<file path="src/rtl/kbd_pkg.sv">
// Shared constants for the PS/2 keyboard MMIO reader: register map, receiver
// states and status/data register field positions.
package kbd_pkg;

    localparam logic [31:0] KBD_DATA_ADDR = 32'h1004F100;
    localparam logic [31:0] KBD_STAT_ADDR = 32'h1004F104;

    typedef enum logic [1:0] {
        RX_IDLE,
        RX_DATA,
        RX_PARITY,
        RX_STOP
    } rx_state_e;

    localparam int STAT_CNT_LSB = 0;
    localparam int STAT_CNT_W   = 4;
    localparam int STAT_OVF_BIT = 7;
    localparam int STAT_ERR_LSB = 8;
    localparam int STAT_ERR_W   = 8;
    localparam int DATA_NE_BIT  = 8;

    function automatic logic [7:0] sat_inc8(input logic [7:0] v);
        return (v == 8'hFF) ? v : v + 8'd1;
    endfunction

endpackage

</file>
<file path="src/rtl/sync_fifo.sv">
// Generic synchronous FIFO; head is visible combinationally, push/pop take effect on the clock edge.
// Push on full is dropped unless a pop happens on the same edge; pop on empty is ignored.
module sync_fifo #(
    parameter int DEPTH = 8,
    parameter int WIDTH = 8,
    localparam int AW   = $clog2(DEPTH)
) (
    input  logic             clk,
    input  logic             rst_n,
    input  logic             push,
    input  logic [WIDTH-1:0] push_dat,
    input  logic             pop,
    output logic [WIDTH-1:0] pop_dat,
    output logic             full,
    output logic             empty,
    output logic [AW:0]      count
);

    logic [WIDTH-1:0] mem_q [DEPTH];
    logic [AW-1:0]    wr_ptr_q, wr_ptr_d;
    logic [AW-1:0]    rd_ptr_q, rd_ptr_d;
    logic [AW:0]      count_q, count_d;
    logic             do_push, do_pop;

    assign full    = (count_q == (AW+1)'(DEPTH));
    assign empty   = (count_q == '0);
    assign count   = count_q;
    assign pop_dat = mem_q[rd_ptr_q];

    always_comb begin
        do_pop   = pop & ~empty;
        // a simultaneous pop frees the slot, so a full FIFO can still accept
        do_push  = push & (~full | do_pop);
        wr_ptr_d = do_push ? wr_ptr_q + 1'b1 : wr_ptr_q;
        rd_ptr_d = do_pop  ? rd_ptr_q + 1'b1 : rd_ptr_q;
        count_d  = count_q;
        case ({do_push, do_pop})
            2'b10:   count_d = count_q + 1'b1;
            2'b01:   count_d = count_q - 1'b1;
            default: count_d = count_q;
        endcase
    end

    always_ff @(posedge clk or negedge rst_n) begin
        if (!rst_n) begin
            wr_ptr_q <= '0;
            rd_ptr_q <= '0;
            count_q  <= '0;
        end else begin
            wr_ptr_q <= wr_ptr_d;
            rd_ptr_q <= rd_ptr_d;
            count_q  <= count_d;
        end
    end

    always_ff @(posedge clk) begin
        if (do_push) begin
            mem_q[wr_ptr_q] <= push_dat;
        end
    end

endmodule

</file>
<file path="src/rtl/kbd_mmio_reader.sv">
// PS/2 keyboard receiver feeding a scan-code FIFO, exposed as data (pop) and status MMIO registers.
// Reads are combinational; the keyboard cannot be back-pressured, so a full FIFO drops bytes and flags overflow.
module kbd_mmio_reader
    import kbd_pkg::*;
#(
    parameter logic [31:0] DATA_ADDR = KBD_DATA_ADDR,
    parameter logic [31:0] STAT_ADDR = KBD_STAT_ADDR,
    parameter int          DEPTH     = 8,
    parameter int          TIMEOUT   = 4096
) (
    input  logic        CLK,
    input  logic        RST_N,
    input  logic        ps2_clk,
    input  logic        ps2_data,
    input  logic [31:0] addr,
    input  logic        rd,
    output logic [31:0] rdata,
    output logic        hit,
    output logic        nonempty
);

    localparam int AW = $clog2(DEPTH);
    localparam int TW = $clog2(TIMEOUT + 1);

    logic [2:0]    ps2c_sync_q, ps2c_sync_d;
    logic [1:0]    ps2d_sync_q, ps2d_sync_d;
    logic          sample_q, sample_d;
    rx_state_e     state_q, state_d;
    logic [2:0]    bit_cnt_q, bit_cnt_d;
    logic [7:0]    shift_q, shift_d;
    logic          par_q, par_d;
    logic [TW-1:0] tmo_q, tmo_d;
    logic          ovf_q, ovf_d;
    logic [7:0]    err_q, err_d;

    logic          ps2_fall, rx_bit, frame_ok, fifo_push, err_inc;
    logic          hit_data, hit_stat, pop_req, stat_rd, ovf_set;
    logic [7:0]    fifo_head;
    logic          fifo_full, fifo_empty;
    logic [AW:0]   fifo_count;

    assign hit_data = (addr == DATA_ADDR);
    assign hit_stat = (addr == STAT_ADDR);
    assign hit      = hit_data | hit_stat;
    assign pop_req  = rd & hit_data;
    assign stat_rd  = rd & hit_stat;
    assign nonempty = ~fifo_empty;

    // receiver: a bit is consumed the cycle after the synchronized falling edge
    always_comb begin
        ps2c_sync_d = {ps2c_sync_q[1:0], ps2_clk};
        ps2d_sync_d = {ps2d_sync_q[0], ps2_data};
        ps2_fall    = ps2c_sync_q[2] & ~ps2c_sync_q[1];
        rx_bit      = ps2d_sync_q[1];
        sample_d    = ps2_fall;
        state_d     = state_q;
        bit_cnt_d   = bit_cnt_q;
        shift_d     = shift_q;
        par_d       = par_q;
        frame_ok    = 1'b0;
        fifo_push   = 1'b0;
        err_inc     = 1'b0;
        tmo_d       = (state_q == RX_IDLE || ps2_fall) ? '0 : tmo_q + 1'b1;

        if (sample_q) begin
            case (state_q)
                RX_IDLE: begin
                    if (!rx_bit) begin
                        state_d   = RX_DATA;
                        bit_cnt_d = '0;
                    end
                end
                RX_DATA: begin
                    shift_d   = {rx_bit, shift_q[7:1]};
                    bit_cnt_d = bit_cnt_q + 1'b1;
                    if (bit_cnt_q == 3'd7) begin
                        state_d = RX_PARITY;
                    end
                end
                RX_PARITY: begin
                    par_d   = rx_bit;
                    state_d = RX_STOP;
                end
                RX_STOP: begin
                    frame_ok  = (^{shift_q, par_q}) & rx_bit;
                    fifo_push = frame_ok;
                    err_inc   = ~frame_ok;
                    state_d   = RX_IDLE;
                end
                default: state_d = RX_IDLE;
            endcase
        end else if (state_q != RX_IDLE && tmo_q == TW'(TIMEOUT)) begin
            // stalled frame: drop silently, it is not a line error
            state_d = RX_IDLE;
            tmo_d   = '0;
        end
    end

    // a same-edge set wins over the read-to-clear
    always_comb begin
        ovf_set = fifo_push & fifo_full & ~pop_req;
        ovf_d   = ovf_q;
        err_d   = err_q;
        if (ovf_set) begin
            ovf_d = 1'b1;
        end else if (stat_rd) begin
            ovf_d = 1'b0;
        end
        if (err_inc) begin
            err_d = sat_inc8(err_q);
        end else if (stat_rd) begin
            err_d = '0;
        end
    end

    always_comb begin
        rdata = '0;
        if (hit_data && !fifo_empty) begin
            rdata[7:0]         = fifo_head;
            rdata[DATA_NE_BIT] = 1'b1;
        end else if (hit_stat) begin
            rdata[STAT_CNT_LSB +: STAT_CNT_W] = STAT_CNT_W'(fifo_count);
            rdata[STAT_OVF_BIT]               = ovf_q;
            rdata[STAT_ERR_LSB +: STAT_ERR_W] = err_q;
        end
    end

    always_ff @(posedge CLK or negedge RST_N) begin
        if (!RST_N) begin
            ps2c_sync_q <= '1;
            ps2d_sync_q <= '1;
            sample_q    <= 1'b0;
            state_q     <= RX_IDLE;
            bit_cnt_q   <= '0;
            shift_q     <= '0;
            par_q       <= 1'b0;
            tmo_q       <= '0;
            ovf_q       <= 1'b0;
            err_q       <= '0;
        end else begin
            ps2c_sync_q <= ps2c_sync_d;
            ps2d_sync_q <= ps2d_sync_d;
            sample_q    <= sample_d;
            state_q     <= state_d;
            bit_cnt_q   <= bit_cnt_d;
            shift_q     <= shift_d;
            par_q       <= par_d;
            tmo_q       <= tmo_d;
            ovf_q       <= ovf_d;
            err_q       <= err_d;
        end
    end

    sync_fifo #(
        .DEPTH (DEPTH),
        .WIDTH (8)
    ) u_fifo (
        .clk      (CLK),
        .rst_n    (RST_N),
        .push     (fifo_push),
        .push_dat (shift_q),
        .pop      (pop_req),
        .pop_dat  (fifo_head),
        .full     (fifo_full),
        .empty    (fifo_empty),
        .count    (fifo_count)
    );

endmodule

</file>
<file path="config.mk">
export PLATFORM = sky130hd
export DESIGN_NAME = kbd_mmio_reader
export DESIGN_NICKNAME = d
export VERILOG_FILES = /design/src/rtl/kbd_pkg.sv /design/src/rtl/sync_fifo.sv /design/src/rtl/kbd_mmio_reader.sv
export SDC_FILE = /design/constraint.sdc
export NUM_CORES = 1
export LEC_CHECK = 0
export CELL_PAD_IN_SITES_DETAIL_PLACEMENT = 0
export CELL_PAD_IN_SITES_GLOBAL_PLACEMENT = 2
export CORE_UTILIZATION = 44
export DETAILED_ROUTE_END_ITERATION = 7
export DONT_BUFFER_PORTS = 1
export PLACE_DENSITY = 0.83
export SLEW_MARGIN = 25
export SYNTH_ARGS = -nofsm -noshare
export SYNTH_HDL_FRONTEND = slang
export SYNTH_SLANG_ARGS = --single-unit
</file>
<file path="constraint.sdc">
create_clock -name CLK -period 3.7 [get_ports CLK]
set_input_delay 0.74 -clock CLK [delete_from_list [all_inputs] [get_ports CLK]]
set_output_delay 0.74 -clock CLK [all_outputs]
set_load 0.01 [all_outputs]
</file>
==> flow_summary.yaml, run 1 <==
job:
  max-cap-violations: 0
layout:
  insertedDiodeCount: 0
  fraction_of_layout_cells_with_a_size_suffix_above_1_pct: 18.9
  register_area_mm2: 0.00323
  nets: 482
  multi_input_comb_area_mm2: 0.00207
  area.growth.synth_to_final_pct: 14.4
  layout.filler_cells: 1028
timing:
  final-max-slew-violation-count: 0
  setup-tns-final_ns: 0
  finalHoldViolations: 0
  unrepaired_setup_endpoints_after_global_routing: "false"
  clock_skew_ns: 0.00774
  clock.fmax_ghz: 0.305
  max-slew-margin-rel_pct: 43.6
  worst_pin_slew_ns: 0.846
  final_min_period_over_clock_period_pct: 88.5
  holdWs_ns: 0.0361
  setup-violations-final: 0
  post-route-min-period_ns: 3.28
clocking:
  cts_tree: "yes"
  number_of_clock_sinks: 116
  buffer_type_at_the_clock_tree_root: "clkbuf_16"
  numCtsBuffers: 17
  insertion_delay_ns: 0.40
  post_cts_buffers: 0
  cts_repair_resize_count: 0
  clock_slew_seen_by_the_registers_of_the_worst_setup_and_hold_paths_ns: 0.05
  cts_max_level: 4
  cts_hold_repair.buffers: 0
  cts.path.max_buffers: 2
setup_path:
  timing.critical_path.slowest_stage_cell: "dfrtp_1"
  maximum_fanout_encountered_on_the_critical_timing_path: 11
  ff2ff_path_depth: 11
  crit_path_end: "u_fifo.count[3]"
  crit_path_end_kind: "flip-flop"
  endpoint_of_the_most_critical_register_to_register_path: "u_fifo.count[3]"
  r2r_start: "shift_q[4]"
  cp.buffers_inverters: 1
  worstSetupPathType: "reg -> reg"
  timing.critical_path.from: "shift_q[4]"
  critical-path-top-delay-family: "compound AO/OA/AOI/OAI gates"
  crit_arrival_ns: 3.56
  setup.reg_to_reg.worst_slack_ns: 0.42
  ordered_cell_list_for_the_critical_path: "xor2_1 > xnor3_1 > mux2_4 > nand3_1 > inv_1 > ha_1 > a21o_1 > a21oi_1 > and3_1 > nor2_1 > a211o_1"
  slowest_delay_ns: 0.53
  critPathLaunchType: "flip-flop"
  cp.depth: 11
  critPathRequiredTime_ns: 3.98
die:
  fp.coreArea_mm2: 0.0121
  die_area_mm2: 0.0128
  core.rowCount: 40
  dieHeight_um: 113
  floorplan.io_pins: 71
  dieWidth_um: 113
  start_util_pct: 45.2
synth:
  synth_top_cells_by_count: "edfxtp_1, dfrtp_1, nor2_1"
  yosys_warnings: 0
  yosysTopAreaCell: "edfxtp_1"
  synthesis.area_per_instance_um2: 13.3
  post-synth-top-area-fraction_pct: 35.3
  synth.yosys.seq_area_share_pct: 59.3
  synth.most_common_cell: "edfxtp_1"
  ys_types: 52
  async_flop_share_pct: 44.8
  synth_area_leaders: "edfxtp_1, dfrtp_1, mux4_2"
  post_synth_inst_count: 409
  synth-main-ff-cell: "edfxtp_1"
  post_synth_instance_area_mm2: 0.00545
  ys_seq_elements: 116
  synth_enable_flop_cells: 64
power:
  worst_voltage_drop_across_the_vdd_grid_mv: 0.353
  power.net_switching_uw: 740
  power.leakage_uw: 0.00238
  power.share.switching_pct: 22.5
  share_comb_of_total_power_pct: 7.9
  intPower_uw: 2550
  power.density_cell_area_mw_per_mm2: 528
  p_clk_share_pct: 45.9
  seq_power_share_pct: 46.3
routing:
  detailedRoute.firstIterationViolations: 157
  routed_wl_um: 10400
  vias_per_cell: 5.20
  final_antenna_net_count: 0
  detailroute.via_count: 3180
  post_detailed_route_drc_marker_count: 0
  routedWlPerCell_um: 16.9
  first_pass_iters: 4
outcome:
  status: "completed"
place:
  routabilityCongestion: 0.752
  place.detailed.hpwl_um: 6820
  placement.io_buffers: 0
grt:
  grt.overflow.total: 0
  grt_start_max_net_pins: 53
  first_pass_grt_wire_length_um: 16800
  antenna_found_initial: 0
  grt_pass1_vias: 3218
  grt_usage_pct: 17.7
min_path:
  hp-class: "in -> async"
## power groups by stage
| stage | registers [uW] | clock network (uW) | logic (uW) |
|---|---|---|---|
| 2_1_floorplan | 1520 | 0 | 226 |
| 3_5_place_dp | 1550 | 0 | 257 |
| 6_report | 1520 | 1510 | 258 |
| 5_1_grt | 1530 | 1600 | 290 |
| 3_3_place_gp | 1540 | 0 | 253 |
| 4_1_cts | 1520 | 1540 | 262 |
## state kept, by name (all words and copies together), names as in the netlist
name             flops
sample_q             1
u_fifo.count         4
ps2c_sync_q          3
u_fifo.mem_q        64
u_fifo.rd_ptr_q      3
bit_cnt_q            3
par_q                1
ovf_q                1
shift_q              8
ps2d_sync_q          2
tmo_q               13
u_fifo.wr_ptr_q      3
state_q              2
err_q                8
## layer usage
layer	track usage (%)	up-vias	share of wire, %
met2	28.2	50	49
met3	4.34	9	3.1
met1	23.9	1616	47
met5	0	-	0
li1	-	1505	-
met4	5.96	0	1.0
## cells in the final DEF (no fill, tap or decap), drive strengths merged, types with 16 or more instances in the layout
master,count
buf,16
mux4,16
clkbuf,29
conb,16
dfrtp,47
nand2,32
edfxtp,64
nor2,35
## logic make-up after synthesis
group | after synthesis | synth area share [%]
other | 1 | 0.0688
XOR/XNOR | 27 | 4.84
multiplexers | 39 | 11.2
buffers and inverters | 39 | 3.86
adder cells (fa/ha/maj) | 14 | 3.35
AND/OR/NAND/NOR | 144 | 13.9
flip-flops | 116 | 59.3
AO/OA/AOI/OAI | 29 | 3.49
## area by class of cell
class                      count  share of cell area [%]
sequential                   116                    51.8
multi-input combinational    269                    33.3
clock buffer                  29                    8.69
tap                          168                    3.37
timing repair buffer          16                    1.93
inverter                      11                   0.662
clock inverter                 3                   0.281
## worst min-delay path by stage
stage | startpoint | to | slack, ns | cells after the start
floorplan | ps2c_sync_q[0] | ps2c_sync_q[1] | 0.35 | 0
global placement | ps2c_sync_q[0] | ps2c_sync_q[1] | 0.35 | 0
detailed placement | ps2d_sync_q[0] | ps2d_sync_q[1] | 0.35 | 0
CTS | RST_N | u_fifo.count[0] | 0.02 | 0
global route | RST_N | u_fifo.rd_ptr_q[2] | 0.02 | 0
finish | RST_N | u_fifo.rd_ptr_q[2] | 0.04 | 0
## stage by stage
stage          area, um2  std cells  util, %  total power (uW)  setup WS, ns
2_1_floorplan       5510        424        -              1740         0.405
3_3_place_gp        5670        580     47.0              1790         0.548
3_5_place_dp        5670        580     47.0              1800         0.438
4_1_cts             6230        612     51.7              3320         0.423
5_1_grt             6230        612     51.7              3420         0.248
6_report            6230        612     51.7              3290         0.424
## worst reg2reg max path: stages (launching register included)
cell	delay, ns
dfrtp_1	0.53
xor2_1	0.20
xnor3_1	0.49
mux2_4	0.39
nand3_1	0.15
inv_1	0.08
ha_1	0.27
a21o_1	0.18
a21oi_1	0.34
and3_1	0.21
nor2_1	0.04
a211o_1	0.28
Note: power is estimated with default switching activity, not from simulation.
==> run 2: changes to the inputs <==
Settings changed: CORE_ASPECT_RATIO from default to 2, CTS_BUF_LIST from default to sky130_fd_sc_hd__clkbuf_8.
==> run 2 against run 1 <==
Sequential power about the same. Hold slack better by 0.11 ns. Utilization down 0.97 points. Sequential cell count unchanged. Die area up 0.21%. Setup slack better by 0.025 ns. Final cell count down 2.8%. Power down 6.0%. Clock power down 14%. Critical endpoint unchanged. Routed wire length down 0.98%.
==> flow_summary.yaml, run 2 (synthesized netlist as in run 1, its figures left out) <==
outcome:
  status: "completed"
setup_path:
  maximum_fanout_encountered_on_the_critical_timing_path: 11
  crit_path_end_kind: "flip-flop"
  worstSetupPathType: "reg -> reg"
  critPathRequiredTime_ns: 4.01
  ff2ff_path_depth: 11
  crit_arrival_ns: 3.56
  critPathLaunchType: "flip-flop"
grt:
  first_pass_grt_wire_length_um: 17100
  antenna_found_initial: 0
  grt_usage_pct: 18.1
  grt_start_max_net_pins: 48
  grt_pass1_vias: 3381
  grt.overflow.total: 0
timing:
  unrepaired_setup_endpoints_after_global_routing: "false"
  setup-tns-final_ns: 0
  setup-violations-final: 0
  clock_skew_ns: 0.0104
  worst_pin_slew_ns: 0.766
  post-route-min-period_ns: 3.25
  final-max-slew-violation-count: 0
  clock.fmax_ghz: 0.308
  max-slew-margin-rel_pct: 49.0
  final_min_period_over_clock_period_pct: 87.9
  finalHoldViolations: 0
layout:
  flip_flop_count_of_the_largest_register_all_copies_and_words_added: 64
  nets: 486
  register_name_with_the_most_flops: "u_fifo.mem_q"
  area.growth.synth_to_final_pct: 12.8
  fraction_of_layout_cells_with_a_size_suffix_above_1_pct: 21.0
  final_common_cell: "edfxtp_1"
  insertedDiodeCount: 0
  mostFrequentLayoutCells: "edfxtp_1, dfrtp_1, nor2_1"
  finish.utilization_pct: 50.7
  top_regs: "u_fifo.mem_q: 64 flops, tmo_q: 13 flops"
clocking:
  buffer_type_at_the_clock_tree_root: "clkbuf_8"
  cts_tree: "yes"
  cts_max_level: 4
  clock_slew_seen_by_the_registers_of_the_worst_setup_and_hold_paths_ns: 0.07
  cts_repair_resize_count: 0
  insertion_delay_ns: 0.42
  cts.path.max_buffers: 2
  number_of_clock_sinks: 116
  numCtsBuffers: 17
die:
  core.rowCount: 57
  fp.coreArea_mm2: 0.0121
  die_area_mm2: 0.0129
  dieWidth_um: 80.7
  floorplan.io_pins: 71
  dieHeight_um: 159
  start_util_pct: 45.0
job:
  max-cap-violations: 0
routing:
  final_antenna_net_count: 0
  post_detailed_route_drc_marker_count: 0
  detailroute.via_count: 3197
  routed_wl_um: 10300
  first_pass_iters: 4
  vias_per_cell: 5.37
  routedWlPerCell_um: 17.2
  detailedRoute.firstIterationViolations: 157
place:
  placement.io_buffers: 0
  routabilityCongestion: 0.754
  place.detailed.hpwl_um: 7520
min_path:
  hp-class: "in -> async"
power:
  power.density_cell_area_mw_per_mm2: 503
  power.leakage_uw: 0.00236
  worst_voltage_drop_across_the_vdd_grid_mv: 0.399
-- run 2: critical path: stages (launching register included) --
cell and delay, ns:
dfrtp_1 0.54, xor2_1 0.18, xnor3_1 0.50, mux2_4 0.40, nand3_1 0.15, inv_1 0.08
ha_1 0.27, a21o_1 0.17, a21oi_1 0.31, and3_1 0.21, nor2_1 0.04, a211o_1 0.28
-- run 2: per-stage QoR --
stage	power (uW)	instance area, um2	instances	hold WS (ns)	setup slack (ns)
final	3090	6150	595	0.150	0.449
after floorplan	1740	5510	424	0.345	0.405
after global routing	3220	6150	595	0.113	0.225
after global placement	1800	5670	562	0.347	0.547
after CTS	3130	6150	595	0.120	0.429
after detailed placement	1810	5670	562	0.350	0.444
-- run 2: final cells by class --
type / count / area (um2)
Clock inverter: 15 / 216
Tap cell: 147 / 184
Multi-Input combinational cell: 269 / 2070
Inverter: 11 / 41.3
Sequential cell: 116 / 3230
Clock buffer: 17 / 234
Timing Repair Buffer: 20 / 170
Fill cell: 1087 / 5980
-- run 2: timing repair --
action	CTS	global route
hold buffers	1	0
buffers inserted	0	0
hold endpoints to repair	47	0
setup endpoints to repair	0	0
-- run 2: metal layers --
layer	wire length [um]	GRT usage (%)	vias to the layer above
li1	-	-	1515
met1	3650	19.0	1615
met2	6120	33.1	55
met3	263	4.81	12
met4	221	7.31	0
met5	0	0	-
-- run 2: path summary, 6_finish.rpt --
path / start / slack, ns / endpoint
worst min-delay path: RST_N / 0.15 / err_q[2]
worst min register to register: ps2c_sync_q[0] / 0.36 / ps2c_sync_q[1]
max in group asynchronous: RST_N / 3.31 / shift_q[6]
worst max register to register: shift_q[1] / 0.45 / u_fifo.count[3]
worst max-delay path: shift_q[1] / 0.45 / u_fifo.count[3]
min in group CLK: ps2_clk / 0.30 / ps2c_sync_q[0]
-- run 2: power by group --
| part | internal (uW) | switching [uW] |
|---|---|---|
| Sequential | 1440 | 75.7 |
| Combinational | 122 | 150 |
| Clock | 754 | 547 |
==> run 3: changes to the inputs <==
Settings changed: ABC_AREA from default to 1, CORE_UTILIZATION 44 to 41, PLACE_DENSITY 0.83 to 0.85.
==> run 3 against run 2 <==
Non-clock buffer count shrank 11. Global-route usage is 0.15 points higher. Final cell count increased by 31%. Cell area up 2.0%. Synthesized area up 4.8%. Sequential power grew 11%. Sequential cell count stayed put. First-iteration DRC count is 0.64% higher. Clock power fell by 12%. Critical endpoint is now rdata[2]. Largest cell class unchanged.
==> flow_summary.yaml, run 3 <==
layout:
  nets: 664
  multi_input_comb_area_mm2: 0.00211
  register_area_mm2: 0.00323
  final_common_cell: "nand2_1"
  mostFrequentLayoutCells: "nand2_1, nor2_1, edfxtp_1"
  final_cell_count_no_fill: 781
  top_regs: "u_fifo.mem_q: 64 flops, tmo_q: 13 flops"
  insertedDiodeCount: 0
  layout.filler_cells: 1329
  fraction_of_layout_cells_with_a_size_suffix_above_1_pct: 12.8
  register_name_with_the_most_flops: "u_fifo.mem_q"
  area.growth.synth_to_final_pct: 9.74
  flip_flop_count_of_the_largest_register_all_copies_and_words_added: 64
synth:
  yosys_warnings: 0
  synth_enable_flop_cells: 64
  yosysTopAreaCell: "edfxtp_1"
  post_synth_instance_area_mm2: 0.00571
  ys_seq_elements: 116
  post_synth_inst_count: 599
  synth.yosys.seq_area_share_pct: 56.5
  synth_area_leaders: "edfxtp_1, dfrtp_1, nand2_1"
  synthesis.area_per_instance_um2: 9.54
  synth_top_cells_by_count: "nand2_1, nor2_1, edfxtp_1"
  synth-main-ff-cell: "edfxtp_1"
  synth.most_common_cell: "nand2_1"
  ys_types: 43
  post-synth-top-area-fraction_pct: 33.6
  async_flop_share_pct: 44.8
routing:
  final_antenna_net_count: 0
  vias_per_cell: 5.17
  routed_wl_um: 12400
  post_detailed_route_drc_marker_count: 0
  first_pass_iters: 4
  routedWlPerCell_um: 15.9
  detailroute.via_count: 4039
  detailedRoute.firstIterationViolations: 158
clocking:
  cts_hold_repair.buffers: 1
  post_cts_buffers: 0
  numCtsBuffers: 17
  clock_slew_seen_by_the_registers_of_the_worst_setup_and_hold_paths_ns: 0.07
  number_of_clock_sinks: 116
  cts_tree: "yes"
  cts.path.max_buffers: 2
  insertion_delay_ns: 0.43
  cts_repair_resize_count: 0
  cts_max_level: 4
  buffer_type_at_the_clock_tree_root: "clkbuf_8"
setup_path:
  crit_path_end_kind: "primary output"
  crit_arrival_ns: 2.34
  worstSetupPathType: "reg -> out"
  critPathLaunchType: "flip-flop"
  maximum_fanout_encountered_on_the_critical_timing_path: 17
  ff2ff_path_depth: 16
  critPathRequiredTime_ns: 2.96
timing:
  setup-tns-final_ns: 0
  unrepaired_setup_endpoints_after_global_routing: "false"
  setup-violations-final: 0
  finalHoldViolations: 0
  clock.fmax_ghz: 0.324
  worst_pin_slew_ns: 0.694
  post-route-min-period_ns: 3.08
  final_min_period_over_clock_period_pct: 83.4
  max-slew-margin-rel_pct: 53.7
  clock_skew_ns: 0.0144
  final-max-slew-violation-count: 0
grt:
  first_pass_grt_wire_length_um: 19900
  antenna_found_initial: 0
  grt_pass1_vias: 4182
  grt_usage_pct: 18.3
  grt_start_max_net_pins: 48
  grt.overflow.total: 0
die:
  die_area_mm2: 0.0144
  core.rowCount: 60
  fp.coreArea_mm2: 0.0135
  start_util_pct: 42.3
  dieWidth_um: 85.5
  dieHeight_um: 169
  floorplan.io_pins: 71
power:
  worst_voltage_drop_across_the_vdd_grid_mv: 0.393
  power.net_switching_uw: 1010
  power.share.switching_pct: 30.5
  power.leakage_uw: 0.00259
  share_comb_of_total_power_pct: 14.9
  p_clk_share_pct: 34.2
  power.density_cell_area_mw_per_mm2: 530
  seq_power_share_pct: 50.9
  intPower_uw: 2310
place:
  place.detailed.hpwl_um: 9020
  placement.io_buffers: 0
  routabilityCongestion: 0.805
  post_placement_cell_count: 748
min_path:
  hp-class: "in -> async"
job:
  max-cap-violations: 0
outcome:
  status: "completed"
[run 3: changes by cell type in the layout (fill, tap and decap cells not counted), moves of 16 or more]
cell / before / now
a21oi_1: 4 / 21
inv_1: 11 / 63
mux4_2: 16 / 0
nand2_1: 32 / 111
nor2_1: 35 / 77
o21ai_0: 12 / 41
[run 3: path summary, 6_finish.rpt]
kind / end / start / slack, ns
max: rdata[2] / u_fifo.rd_ptr_q[0] / 0.62
min: ps2c_sync_q[1] / RST_N / 0.15
max reg2reg: u_fifo.count[3] / u_fifo.count[1] / 1.13
min reg2reg: ps2c_sync_q[1] / ps2c_sync_q[0] / 0.36
max in group asynchronous: sample_q / RST_N / 3.29
min in group CLK: ps2c_sync_q[0] / ps2_clk / 0.31
[run 3: stage by stage]
stage	hold WS [ns]	total power (uW)	worst slack, ns	utilization [%]	cell area, um2
4_1_cts	0.127	3360	0.519	46.4	6270
2_1_floorplan	0.345	2070	0.991	-	5770
5_1_grt	0.114	3500	0.434	46.4	6270
3_5_place_dp	0.350	2210	0.511	43.3	5850
3_3_place_gp	0.346	2190	0.702	43.3	5850
6_report	0.155	3320	0.615	46.4	6270
[run 3: logic make-up after synthesis]
group	after synthesis	share of synthesized area, %
AO/OA/AOI/OAI	97	9.59
XOR/XNOR	15	2.43
buffers and inverters	98	7.62
flip-flops	116	56.5
AND/OR/NAND/NOR	258	20.6
other	1	0.0656
adder cells (fa/ha/maj)	14	3.20
[run 3: final cells by class]
class,count,area share (%)
sequential,116,51.5
multi-input combinational,400,33.6
inverter,69,4.13
clock buffer,17,3.73
tap,155,3.09
clock inverter,15,2.57
timing repair buffer,9,1.40
[run 3: critical path, stage by stage, from the launching register on]
cell and delay (ns):
dfrtp_1 0.38, inv_1 0.41, buf_4 0.32, o21ai_0 0.12
o22ai_1 0.21, nand2_1 0.08, a21oi_1 0.21, a31o_2 0.19
[run 3: per-layer routing]
layer,up-vias,global-route usage [%],wire length [um]
met5,-,0,0
met4,0,8.62,342
met3,23,4.58,325
met2,72,36.1,7510
met1,1951,16.7,4270
li1,1993,-,-
[run 3: power by group through the flow]
stage | registers, uW | logic, uW | clock network [uW]
6_report | 1690 | 496 | 1140
3_3_place_gp | 1710 | 478 | 0
2_1_floorplan | 1660 | 411 | 0
3_5_place_dp | 1720 | 489 | 0
4_1_cts | 1690 | 506 | 1160
5_1_grt | 1710 | 565 | 1220
